## src/rtl/cache_arbiter_pkg.sv

```systemverilog
// Shared types for the I/D cache-to-memory arbiter.
package cache_arbiter_pkg;

    typedef enum logic [1:0] {
        IDLE    = 2'd0,
        SERVE_I = 2'd1,
        SERVE_D = 2'd2
    } arb_state_t;

    typedef enum logic {
        GRANT_I = 1'b0,
        GRANT_D = 1'b1
    } grant_t;

    // A lone requester always wins; on a tie the side not granted last time wins.
    function automatic grant_t pick_grant(input logic i_req, input logic d_req,
                                          input grant_t last);
        if (i_req && d_req) begin
            pick_grant = (last == GRANT_D) ? GRANT_I : GRANT_D;
        end else if (i_req) begin
            pick_grant = GRANT_I;
        end else begin
            pick_grant = GRANT_D;
        end
    endfunction

endpackage

```

## src/rtl/cache_arbiter.sv

```systemverilog
// Round-robin arbiter sharing one line-wide memory port between an instruction
// cache (fills only) and a data cache (fills and writebacks).
module cache_arbiter
    import cache_arbiter_pkg::*;
#(
    parameter int LINE_W = 256,
    parameter int ADDR_W = 32
) (
    input  logic              clk,
    input  logic              rst,
    input  logic              i_read,
    input  logic [ADDR_W-1:0] i_address,
    output logic [LINE_W-1:0] i_rdata,
    output logic              i_resp,
    input  logic              d_read,
    input  logic              d_write,
    input  logic [ADDR_W-1:0] d_address,
    input  logic [LINE_W-1:0] d_wdata,
    output logic [LINE_W-1:0] d_rdata,
    output logic              d_resp,
    output logic              mem_read,
    output logic              mem_write,
    output logic [ADDR_W-1:0] mem_address,
    output logic [LINE_W-1:0] mem_wdata,
    input  logic [LINE_W-1:0] mem_rdata,
    input  logic              mem_resp
);

    arb_state_t        state_q, state_d;
    grant_t            last_grant_q, last_grant_d;
    logic [ADDR_W-1:0] addr_q, addr_d;
    logic [LINE_W-1:0] wdata_q, wdata_d;
    logic              wr_q, wr_d;      // latched operation: 1 = writeback, 0 = fill
    logic              d_req;
    logic              busy;
    grant_t            pick;

    // Next-state, payload capture and memory/response outputs.
    always_comb begin
        state_d      = state_q;
        last_grant_d = last_grant_q;
        addr_d       = addr_q;
        wdata_d      = wdata_q;
        wr_d         = wr_q;
        d_req        = d_read | d_write;
        pick         = pick_grant(i_read, d_req, last_grant_q);
        busy         = !rst && (state_q != IDLE);
        mem_read     = busy && !wr_q;
        mem_write    = busy && wr_q;
        mem_address  = addr_q;
        mem_wdata    = wdata_q;
        i_resp       = !rst && (state_q == SERVE_I) && mem_resp;
        d_resp       = !rst && (state_q == SERVE_D) && mem_resp;

        case (state_q)
            IDLE: begin
                if (i_read || d_req) begin
                    last_grant_d = pick;
                    if (pick == GRANT_I) begin
                        state_d = SERVE_I;
                        addr_d  = i_address;
                        wr_d    = 1'b0;
                        wdata_d = '0;
                    end else begin
                        // A simultaneous read+write from the data cache is a writeback.
                        state_d = SERVE_D;
                        addr_d  = d_address;
                        wr_d    = d_write;
                        wdata_d = d_wdata;
                    end
                end
            end
            SERVE_I, SERVE_D: begin
                if (mem_resp) begin
                    state_d = IDLE;
                end
            end
            default: state_d = IDLE;
        endcase
    end

    // Fill data goes to both caches; only the granted side sees a resp pulse.
    assign i_rdata = mem_rdata;
    assign d_rdata = mem_rdata;

    // State and latched-payload registers with synchronous reset.
    always_ff @(posedge clk) begin
        if (rst) begin
            state_q      <= IDLE;
            last_grant_q <= GRANT_D;
            addr_q       <= '0;
            wdata_q      <= '0;
            wr_q         <= 1'b0;
        end else begin
            state_q      <= state_d;
            last_grant_q <= last_grant_d;
            addr_q       <= addr_d;
            wdata_q      <= wdata_d;
            wr_q         <= wr_d;
        end
    end

endmodule

```

## config.mk

```make
export PLATFORM = sky130hd
export DESIGN_NAME = cache_arbiter
export DESIGN_NICKNAME = d
export VERILOG_FILES = /design/src/rtl/cache_arbiter_pkg.sv /design/src/rtl/cache_arbiter.sv
export SDC_FILE = /design/constraint.sdc
export NUM_CORES = 1
export LEC_CHECK = 0
export CAP_MARGIN = 20
export CORE_AREA = 2 2 540 542
export DETAILED_ROUTE_END_ITERATION = 10
export DIE_AREA = 0 0 542 544
export SETUP_SLACK_MARGIN = 0.5
export SYNTH_ARGS = -nofsm -noshare
export SYNTH_HDL_FRONTEND = slang
export SYNTH_SLANG_ARGS = --single-unit
```

## constraint.sdc

```tcl
create_clock -name clk -period 1.4 [get_ports clk]
set_input_delay 0.14 -clock clk [delete_from_list [all_inputs] [get_ports clk]]
set_output_delay 0.14 -clock clk [all_outputs]
set_load 0.005 [all_outputs]
```

==> qor.txt, run 1 <==
root cell of the clock tree = sky130_fd_sc_hd__clkbuf_16
final count of hold timing violations = 0
Starting Density = 0.05021
DIE AREA = 0.2948 sq mm
via count of the first global-routing pass = 13890
minimum setup slack in the final design = -485.2 ps
final wirelength = 216200 um
utilization of the core after routing = 0.09152
portion of the post-synthesis area used by sequential elements = 0.4024
CTS buffer count = 40
number of setup violations in the final report = 304
Crit. path cell count = 10
run status = complete, but fails checks
Total Routing Usage GR = 0.1368
async set or reset register ratio after synthesis = 0
violations in the final reports = setup timing
standard cell core area = 0.2894 sq mm
Post-layout nets = 2400
WL per Instance = 38.14 um
biggest fanout along the worst timing path = 19
total power per unit cell area = 1208 mW/mm^2
CTS sink cnt = 292
total grt overflow = 0
CP Capture Point = mem_wdata[159]$_SDFFE_PP0P_
number of enable flip-flop cells after synthesis = 0
top-count cell post-synth = sky130_fd_sc_hd__buf_4
Area growth syn-to-layout = 82.28%
launch point of the worst path = state_q[1]$_SDFFE_PP0P_
relative slew slack = 0.7058
achievable clock frequency = 530.5 MHz
start point of the worst hold path = d_address[26]
yosys warns = 0
count of final max-slew check failures = 0
category of the worst setup path launch point = flop
worst reg2reg startpoint = state_q[1]$_SDFFE_PP0P_
Area after DPL = 0.02229 sq mm
via total after detailed routing = 14840
CTS tree = done
maximum level of the CTS H-tree = 2
register clock-pin slew on the reported worst setup and hold paths = 70 ps
slew of the pin with the lowest slew margin = 439.8 ps
Hold Path Cell Cnt = 3
mean area per synthesized cell = 9.023 sq um
Detailed Place HPWL = 190500 um
delay of the slowest cell on the worst path = 340 ps
unrepaired setup endpoints after global routing = true
Synth top area share = 0.4024
worst setup skew after layout = 71.68 ps
antenna violations before repair = 101
Design Area, Final = 0.02648 sq mm
Period minus WS final = 1885 ps
vertical die dimension = 544 um
max-cap violation count = 0
series of cell instances along the critical path = inv_2 -> ha_4 -> buf_4 -> buf_8 -> buf_12 -> clkbuf_16 -> buf_12 -> buf_16 -> a32oi_2 -> nor2_1
global-route wire length before repair = 240100 um
largest net degree at the start of global routing = 61
critical path class = reg2reg
Max IR drop VDD = 0.9092 mV
Worst R2R Setup Slack = -490 ps
register bit total from synthesis = 292
cell at the slowest stage of the critical path = sky130_fd_sc_hd__dfxtp_2
Netlist cell types = 33
via density per instance = 2.617
Placer Congestion = 0.9277
antenna violation net count after detailed routing = 0
capturing point of the worst reg2reg path = mem_wdata[159]$_SDFFE_PP0P_
worst hold path type = in2reg
cell taking the most area after synthesis = sky130_fd_sc_hd__dfxtp_1
die width = 542 um
smallest hold slack = 68.53 ps
PnR Total Power = 31.98 mW
Clk Latency, worst-skew pair = 690 ps
row count = 198
final period utilization = 1.347
number of instances in the synthesized netlist = 1610
buffers added on ports = 617
maximum clock insertion buffer count = 3
leading cell types by count after synthesis = 534 x sky130_fd_sc_hd__buf_4, 292 x sky130_fd_sc_hd__dfxtp_1, 286 x sky130_fd_sc_hd__nor2_1, 257 x sky130_fd_sc_hd__a32oi_1, 64 x sky130_fd_sc_hd__clkbuf_1
combined area of all synthesized cells = 0.01453 sq mm
Critical Path Most Common Cell = sky130_fd_sc_hd__buf_12
required time at the worst-slack endpoint = 1950 ps
proportion of layout cells with a drive suffix above 1 = 0.4498
summed negative setup slack over all endpoints = -109790 ps
io pins = 1386
element type at the critical path end = flop
leading register cell type out of synthesis = sky130_fd_sc_hd__dfxtp_1
detailed-routing iteration count for the pre-antenna-repair pass = 7
DRC violation count after routing = 0
Leak = 8.950 nW
Synth Net Count = 2195
initial drt markers = 1304
Critical Path AT = 2440 ps
Bufs and invs on worst path = 7
gate family responsible for the most delay along the worst path = buffers and inverters
most area-consuming cells after synthesis = sky130_fd_sc_hd__dfxtp_1 40%, sky130_fd_sc_hd__buf_4 28%, sky130_fd_sc_hd__a32oi_1 15%
length in cells of the worst reg-to-reg path = 10
-- final cells by class --
class / instances / area [sq um]
multi-input combinational: 660 / 4994
fill: 33330 / 262900
antenna: 26 / 65.06
clock inverter: 23 / 249.0
sequential: 292 / 6082
tap: 3800 / 4755
clock buffer: 47 / 1077
timing repair buffer: 815 / 9238
inverter: 6 / 22.52
-- how the worst min path moves through the flow --
stage / to / slack, ps
finish: mem_address[26]$_SDFFE_PP0P_ / 70
CTS: mem_address[29]$_SDFFE_PP0P_ / 0.9
global placement: d_rdata[109] / 280
global route: mem_address[26]$_SDFFE_PP0P_ / 70
detailed placement: d_rdata[109] / 280
floorplan: mem_address[1]$_SDFFE_PP0P_ / 280
-- cells in the final DEF (no fill, tap or decap), types with 2 or more instances in the layout --
| cell | netlist | routed |
|---|---|---|
| sky130_fd_sc_hd__buf_16 | 0 | 15 |
| sky130_fd_sc_hd__clkbuf_8 | 0 | 5 |
| sky130_fd_sc_hd__clkbuf_1 | 64 | 2 |
| sky130_fd_sc_hd__a32oi_1 | 257 | 158 |
| sky130_fd_sc_hd__a21oi_1 | 2 | 2 |
| sky130_fd_sc_hd__clkbuf_16 | 0 | 59 |
| sky130_fd_sc_hd__inv_1 | 6 | 4 |
| sky130_fd_sc_hd__a311oi_2 | 0 | 8 |
| sky130_fd_sc_hd__clkdlybuf4s50_1 | 0 | 323 |
| sky130_fd_sc_hd__inv_2 | 0 | 2 |
| sky130_fd_sc_hd__nand3_1 | 29 | 29 |
| sky130_fd_sc_hd__buf_2 | 48 | 37 |
| sky130_fd_sc_hd__buf_12 | 0 | 85 |
| sky130_fd_sc_hd__inv_8 | 0 | 2 |
| sky130_fd_sc_hd__clkinv_8 | 0 | 2 |
| sky130_fd_sc_hd__clkinv_4 | 0 | 3 |
| sky130_fd_sc_hd__dfxtp_2 | 0 | 165 |
| sky130_fd_sc_hd__dlygate4sd3_1 | 0 | 26 |
| sky130_fd_sc_hd__dfxtp_1 | 292 | 119 |
| sky130_fd_sc_hd__a32oi_2 | 0 | 99 |
| sky130_fd_sc_hd__diode_2 | 0 | 26 |
| sky130_fd_sc_hd__inv_6 | 0 | 4 |
| sky130_fd_sc_hd__nor2_1 | 286 | 286 |
| sky130_fd_sc_hd__bufinv_16 | 0 | 2 |
| sky130_fd_sc_hd__dfxtp_4 | 0 | 8 |
| sky130_fd_sc_hd__buf_8 | 0 | 12 |
| sky130_fd_sc_hd__a211oi_1 | 3 | 3 |
| sky130_fd_sc_hd__buf_4 | 534 | 151 |
| sky130_fd_sc_hd__ha_4 | 0 | 3 |
| sky130_fd_sc_hd__o32ai_1 | 3 | 3 |
| sky130_fd_sc_hd__clkinv_2 | 0 | 6 |
| sky130_fd_sc_hd__o21ai_0 | 31 | 31 |
| sky130_fd_sc_hd__a311oi_1 | 29 | 21 |
| sky130_fd_sc_hd__buf_6 | 2 | 147 |
| sky130_fd_sc_hd__clkinvlp_4 | 0 | 3 |
-- metal layers --
| layer | wire length (um) | GRT usage | vias to the layer above |
|---|---|---|---|
| met5 | 647 | 0.01250 | - |
| met4 | 15980 | 0.08465 | 18 |
| met3 | 73030 | 0.2176 | 548 |
| met2 | 83090 | 0.1846 | 1839 |
| met1 | 43450 | 0.07877 | 6754 |
| li1 | - | - | 5676 |
-- tightest hold or removal path: stages --
cell and delay (ps):
sky130_fd_sc_hd__clkdlybuf4s50_1 390, sky130_fd_sc_hd__o21ai_0 80, sky130_fd_sc_hd__a311oi_1 90
-- flip-flops by register name, summed over array words and instances, names as in the netlist --
register / flops
last_grant_q: 1
mem_address: 32
mem_wdata: 256
state_q: 2
wr_q: 1
-- cells by family (layout without fill, tap and decap cells) --
group / after synthesis / count (layout) / share of synthesized area
and+or+nand+nor: 326 / 326 / 0.08905
buffers and inverters: 658 / 891 / 0.3138
adders and majority gates: 3 / 3 / 0.002584
other: 0 / 26 / 0
AOI/OAI and AO/OA: 331 / 331 / 0.1921
DFF: 292 / 292 / 0.4024
-- repair_timing --
item,CTS,global route
hold buffers,27,0
buffers inserted,40,9
pin swaps,12,26
gates resized for setup,1218,138
hold endpoints to repair,34,0
gates cloned,9,25
setup endpoints to repair,584,584
-- through the flow --
step	setup slack [ps]	std cells
finish	-485.2	5669
global route	-528.3	5663
CTS	-517.9	5608
detailed placement	-517.3	5462
global placement	-460.7	5462
floorplan	141.6	1610
-- power by group --
group	internal (mW)	total, mW	switching, mW
Combinational	5.41	11.2	5.74
Sequential	9.19	9.88	0.697
Clock	5.98	10.9	4.97
(Power assumes the default switching activity.)
==> run 2: changes to the inputs <==
Settings changed: SKIP_LAST_GASP set to 1.
==> run 2 against run 1 <==
Compared with the run above: the run still ends with setup timing left; clock-buffer cell count unchanged; clock skew about the same; routed wire length fell by 0.47%; register-to-register slack barely moved; sequential share of layout area increased by 0.55 points; die area unchanged; clock power about the same; cell count shrank 0.23%; largest power group is now clock; highest routed layer unchanged.
==> qor.txt, run 2 (same netlist as run 1, synthesis figures left out) <==
total power per unit cell area = 1211 mW/mm^2 (+0.24%)
final period utilization = 1.338 (-0.008449)
worst setup skew after layout = 71.39 ps (-0.2915 ps)
maximum level of the CTS H-tree = 2 (unchanged)
area used by sequential logic in the layout = 0.006082 sq mm (unchanged)
Placer Congestion = 0.9277 (unchanged)
category of the worst setup path launch point = flop
switching component of the power = 11.08 mW (-2.9%)
DRC violation count after routing = 0 (unchanged)
final wirelength = 215200 um (-0.47%)
count of final max-slew check failures = 0 (unchanged)
standard cell core area = 0.2894 sq mm (unchanged)
initial drt markers = 1420 (+8.9%)
Area growth syn-to-layout = 78.04%
total grt overflow = 0 (unchanged)
Post-layout nets = 2389 (-0.46%)
Clk pwr share = 0.350 (+0.008)
vertical die dimension = 544 um (unchanged)
Detailed Place HPWL = 190500 um (unchanged)
worst hold path type = in2reg
row count = 198 (unchanged)
relative slew slack = 0.7001 (-0.005711)
io pins = 1386 (unchanged)
biggest fanout along the worst timing path = 26 (+7)
via total after detailed routing = 14720 (-0.79%)
element type at the critical path end = flop
Period minus WS final = 1873 ps (-11.83 ps)
smallest hold slack = 61.21 ps (-7.322 ps)
Design Area, Final = 0.02586 sq mm (-2.3%)
Area after DPL = 0.02229 sq mm (unchanged)
summed negative setup slack over all endpoints = -102990 ps (+6798 ps)
Starting Density = 0.05021 (unchanged)
Leak = 8.730 nW (-2.5%)
commonest cells after routing, fill and taps aside = 323 x sky130_fd_sc_hd__clkdlybuf4s50_1, 286 x sky130_fd_sc_hd__nor2_1, 197 x sky130_fd_sc_hd__a32oi_1, 165 x sky130_fd_sc_hd__dfxtp_2, 162 x sky130_fd_sc_hd__buf_4
Filler Cells Inserted = 33390 (+0.19%)
die width = 542 um (unchanged)
required time at the worst-slack endpoint = 1950 ps (about the same)
number of flip-flops in the largest register = 256 (unchanged)
detailed-routing iteration count for the pre-antenna-repair pass = 6 (-1)
unrepaired setup endpoints after global routing = true
Pint = 20.23 mW (-1.7%)
CTS tree = done
slew of the pin with the lowest slew margin = 449.8 ps (+10.02 ps)
minimum setup slack in the final design = -473.3 ps (+11.83 ps)
Hold Path Cell Cnt = 3 (unchanged)
DIE AREA = 0.2948 sq mm (unchanged)
CTS buffer count = 40 (unchanged)
Critical Path AT = 2420 ps (-20 ps)
achievable clock frequency = 533.8 MHz (+0.63%)
largest net degree at the start of global routing = 61 (unchanged)
final count of hold timing violations = 0 (unchanged)
portion of total power attributed to combinational logic = 0.335 (-0.014)
via count of the first global-routing pass = 13880 (-0.043%)
WL per Instance = 38.05 um (-0.24%)
critical path class = reg2reg
via density per instance = 2.602 (-0.56%)
antenna violations before repair = 99 (-2.0%)
violations in the final reports = setup timing
share of total power in sequential cells = 0.315 (+0.006)
max-cap violation count = 0 (unchanged)
proportion of layout cells with a drive suffix above 1 = 0.4209 (-0.02896)
commonest non-fill, non-tap cell in the layout = sky130_fd_sc_hd__clkdlybuf4s50_1
switching part of the total power = 0.3538 (-0.002796)
footprint of the multi-input gates = 0.004633 sq mm (-7.2%)
Clk Latency, worst-skew pair = 690 ps (about the same)
antenna violation net count after detailed routing = 0 (unchanged)
maximum clock insertion buffer count = 3 (unchanged)
global-route wire length before repair = 240200 um (about the same)
buffers added on ports = 617 (unchanged)
number of setup violations in the final report = 302 (-0.66%)
root cell of the clock tree = sky130_fd_sc_hd__clkbuf_16
Max IR drop VDD = 0.9118 mV (+0.29%)
register clock-pin slew on the reported worst setup and hold paths = 70 ps (about the same)
run status = complete, but fails checks
Total Routing Usage GR = 0.1368 (about the same)
CTS sink cnt = 292 (unchanged)
length in cells of the worst reg-to-reg path = 10 (unchanged)
## run 2: worst max-delay path: stages (launching register included)
cell and delay, ps:
sky130_fd_sc_hd__dfxtp_2 330, sky130_fd_sc_hd__inv_2 80, sky130_fd_sc_hd__ha_4 150, sky130_fd_sc_hd__buf_4 110
sky130_fd_sc_hd__buf_8 110, sky130_fd_sc_hd__o31ai_4 90, sky130_fd_sc_hd__buf_12 200, sky130_fd_sc_hd__buf_4 160
sky130_fd_sc_hd__buf_16 150, sky130_fd_sc_hd__a32oi_2 210, sky130_fd_sc_hd__nor2_1 80
## run 2: area by class of cell
type	instances	share of cell area
clock inverter	23	0.009627
inverter	6	0.0008707
multi-input combinational	660	0.1791
tap	3800	0.1838
clock buffer	47	0.04165
timing repair buffer	804	0.3474
antenna	24	0.002322
sequential	292	0.2351
## run 2: power groups by stage
| stage | registers, mW | logic [mW] | clock network [mW] |
|---|---|---|---|
| 5_1_grt | 9.94 | 11.2 | 11.5 |
| 3_5_place_dp | 9.84 | 8.40 | 0 |
| 3_3_place_gp | 9.81 | 8.28 | 0 |
| 6_report | 9.87 | 10.5 | 10.9 |
| 4_1_cts | 9.84 | 9.28 | 11.3 |
| 2_1_floorplan | 9.70 | 4.20 | 0 |
## run 2: stage by stage
step	total power, mW	setup slack, ps	std cells	util
after floorplan	13.90	141.6	1610	-
after CTS	30.40	-517.9	5608	0.08570
after global routing	32.61	-513.5	5651	0.08934
final	31.31	-473.3	5656	0.08939
after detailed placement	18.24	-517.3	5462	0.07702
after global placement	18.10	-460.7	5462	0.07702
## run 2: metal layers
layer  global-route usage  share of wire  vias to the layer above
met1              0.07879           0.20                     6722
li1                     -              -                     5638
met2               0.1852           0.39                     1830
met3               0.2178           0.34                      516
met4              0.08345          0.068                       12
met5              0.01071         0.0021                        -
## run 2: path summary, 6_finish.rpt
| kind | from | endpoint | slack, ps |
|---|---|---|---|
| worst max-delay path | state_q[1]$_SDFFE_PP0P_ | mem_wdata[157]$_SDFFE_PP0P_ | -470 |
| worst min-delay path | d_address[26] | mem_address[26]$_SDFFE_PP0P_ | 60 |
| worst min register to register | mem_wdata[42]$_SDFFE_PP0P_ | mem_wdata[42]$_SDFFE_PP0P_ | 480 |
| worst max register to register | state_q[1]$_SDFFE_PP0P_ | mem_wdata[157]$_SDFFE_PP0P_ | -470 |
## run 2: what timing repair did
| item | CTS | global route |
|---|---|---|
| setup endpoints to repair | 584 | 584 |
| pin swaps | 9 | 11 |
| cloned | 9 | 17 |
| endpoints found under the hold margin | 34 | 0 |
| hold buffers | 27 | 0 |
| gates resized for setup | 1211 | 82 |
| buffers inserted | 40 | 6 |
==> run 3: changes to the inputs <==
Settings changed: PLACE_DENSITY set to 0.3.
==> run 3 against run 2 <==
Compared with the run above: critical path type is now reg2out; register-to-register slack gained 80 ps; clock skew shrank 40 ps; fmax grew 2.8%; sequential power grew 0.8%; routed wire length shrank 17%; hold slack gained 15 ps; clock power grew 10%; the run still ends with setup timing left; highest routed layer unchanged.
==> qor.txt, run 3 (same netlist as run 1, synthesis figures left out) <==
count of final max-slew check failures = 0 (unchanged)
initial drt markers = 885 (-38%)
maximum level of the CTS H-tree = 2 (unchanged)
DIE AREA = 0.2948 sq mm (unchanged)
smallest hold slack = 76.27 ps (+15.07 ps)
commonest non-fill, non-tap cell in the layout = sky130_fd_sc_hd__clkdlybuf4s50_1
required time at the worst-slack endpoint = 1260 ps (-690 ps)
final count of hold timing violations = 0 (unchanged)
CTS sink cnt = 292 (unchanged)
delay of the slowest cell on the worst path = 330 ps (about the same)
violations in the final reports = setup timing
number of instances in the placed design = 5461 (-0.018%)
total power per unit cell area = 1245 mW/mm^2 (+2.8%)
antenna violation net count after detailed routing = 0 (unchanged)
die width = 542 um (unchanged)
worst setup skew after layout = 31.86 ps (-39.52 ps)
element type at the critical path end = output port
proportion of layout cells with a drive suffix above 1 = 0.4588 (+0.03791)
via density per instance = 2.436 (-6.4%)
biggest fanout along the worst timing path = 2 (-92%)
io pins = 1386 (unchanged)
Max IR drop VDD = 0.7757 mV (-15%)
DRC violation count after routing = 0 (unchanged)
number of non-filler instances in the completed layout = 5634 (-0.39%)
number of flip-flops in the largest register = 256 (unchanged)
via count of the first global-routing pass = 13330 (-4.0%)
Area growth syn-to-layout = 82.52%
register clock-pin slew on the reported worst setup and hold paths = 70 ps (about the same)
total grt overflow = 0 (unchanged)
slew of the pin with the lowest slew margin = 573.8 ps (+123.9 ps)
row count = 198 (unchanged)
Critical Path AT = 1680 ps (-740 ps)
Total Routing Usage GR = 0.1103 (-0.02653)
Starting Density = 0.05021 (unchanged)
root cell of the clock tree = sky130_fd_sc_hd__clkbuf_16
buffers added on ports = 617 (unchanged)
antenna violations before repair = 46 (-54%)
cell at the slowest stage of the critical path = sky130_fd_sc_hd__dfxtp_2
PnR Total Power = 33.00 mW (+5.4%)
summed negative setup slack over all endpoints = -96160 ps (+6832 ps)
WL per Instance = 31.63 um (-17%)
detailed-routing iteration count for the pre-antenna-repair pass = 6 (unchanged)
Post-layout nets = 2386 (-0.13%)
Leak = 8.993 nW (+3.0%)
max-cap violation count = 0 (unchanged)
via total after detailed routing = 13720 (-6.8%)
largest net degree at the start of global routing = 53 (-13%)
final wirelength = 178200 um (-17%)
CTS tree = done
final period utilization = 1.302 (-0.03654)
category of the worst setup path launch point = flop
worst hold path type = in2reg
series of cell instances along the critical path = inv_2 -> ha_4 -> nor3b_4 -> buf_2
Period minus WS final = 1822 ps (-51.16 ps)
Clk Latency, worst-skew pair = 670 ps (-20 ps)
critical path class = reg2out
Detailed Place HPWL = 148700 um (-22%)
maximum clock insertion buffer count = 3 (unchanged)
CTS buffer count = 43 (+7.5%)
standard cell core area = 0.2894 sq mm (unchanged)
global-route wire length before repair = 200700 um (-16%)
achievable clock frequency = 548.8 MHz (+2.8%)
minimum setup slack in the final design = -422.2 ps (+51.16 ps)
number of setup violations in the final report = 307 (+1.7%)
relative slew slack = 0.6162 (-0.08387)
Placer Congestion = 0.8136 (-12%)
Post-Place Worst Slack = -612.3 ps (-94.96 ps)
commonest cells after routing, fill and taps aside = 324 x sky130_fd_sc_hd__clkdlybuf4s50_1, 283 x sky130_fd_sc_hd__nor2_1, 170 x sky130_fd_sc_hd__a32oi_1, 155 x sky130_fd_sc_hd__dfxtp_2, 143 x sky130_fd_sc_hd__buf_4
unrepaired setup endpoints after global routing = true
run status = complete, but fails checks
vertical die dimension = 544 um (unchanged)
[run 3: cell count changes in the layout (fill, tap and decap cells not counted), moves of 8 or more]
| cell | delta |
|---|---|
| sky130_fd_sc_hd__buf_4 | -19 |
| sky130_fd_sc_hd__clkbuf_16 | +14 |
| sky130_fd_sc_hd__dfxtp_4 | +12 |
| sky130_fd_sc_hd__dfxtp_2 | -10 |
| sky130_fd_sc_hd__a32oi_1 | -27 |
| sky130_fd_sc_hd__a311oi_2 | +21 |
| sky130_fd_sc_hd__a32oi_2 | +27 |
| sky130_fd_sc_hd__a311oi_1 | -21 |
| sky130_fd_sc_hd__buf_2 | +19 |
| sky130_fd_sc_hd__clkbuf_1 | +8 |
| sky130_fd_sc_hd__diode_2 | -21 |
| sky130_fd_sc_hd__buf_12 | +11 |
| sky130_fd_sc_hd__dlygate4sd3_1 | -25 |
[run 3: cell type report]
type | instances | area (sq um)
antenna | 3 | 7.507
clock buffer | 59 | 1196
clock inverter | 16 | 297.8
fill | 33520 | 262800
inverter | 6 | 22.52
multi-input combinational | 660 | 5024
sequential | 292 | 6115
tap | 3800 | 4755
timing repair buffer | 798 | 9099
[run 3: power by group]
part / internal [mW] / switching (mW) / total, mW / leakage [nW]
clock network: 7.13 / 4.92 / 12.0 / 0.709
logic: 5.46 / 5.54 / 11.0 / 5.82
registers: 9.19 / 0.760 / 9.95 / 2.47
total: 21.8 / 11.2 / 33.0 / 8.99
[run 3: worst max-delay path: cells and delay by family, from the launching register on]
| kind | cells | cell delay, ps |
|---|---|---|
| flip-flops | 1 | 330 |
| AND/OR/NAND/NOR | 1 | 280 |
| buffers and inverters | 2 | 250 |
| adder cells (fa/ha/maj) | 1 | 170 |
[run 3: final timing paths]
kind / endpoint / slack [ps] / cells after the start / from
setup / recovery: mem_write / -420 / 4 / state_q[0]$_SDFFE_PP0P_
hold / removal: mem_address[2]$_SDFFE_PP0P_ / 80 / 3 / d_address[2]
setup reg to reg: mem_wdata[149]$_SDFFE_PP0P_ / -390 / 10 / state_q[0]$_SDFFE_PP0P_
hold reg to reg: mem_wdata[54]$_SDFFE_PP0P_ / 480 / 2 / mem_wdata[54]$_SDFFE_PP0P_
[run 3: routing by layer]
metal / track usage / vias up / share of wire
li1: - / 5622 / -
met1: 0.08498 / 6356 / 0.27
met2: 0.1760 / 1489 / 0.46
met3: 0.1302 / 244 / 0.25
met4: 0.02707 / 12 / 0.026
met5: 0 / - / 0.00070
[run 3: metrics by stage]
step                   util  cell area, sq um
floorplan                 -             14830
global placement    0.07749             22420
detailed placement  0.07749             22420
CTS                 0.08548             24740
global route        0.09162             26510
finish              0.09164             26520
[run 3: what timing repair did]
action / CTS / global route
pin swaps: 5 / 17
setup endpoints to repair: 584 / 584
resized for setup: 1105 / 148
endpoints found under the hold margin: 9 / 0
hold buffers: 1 / 0
buffers inserted: 34 / 17
cloned: 9 / 34
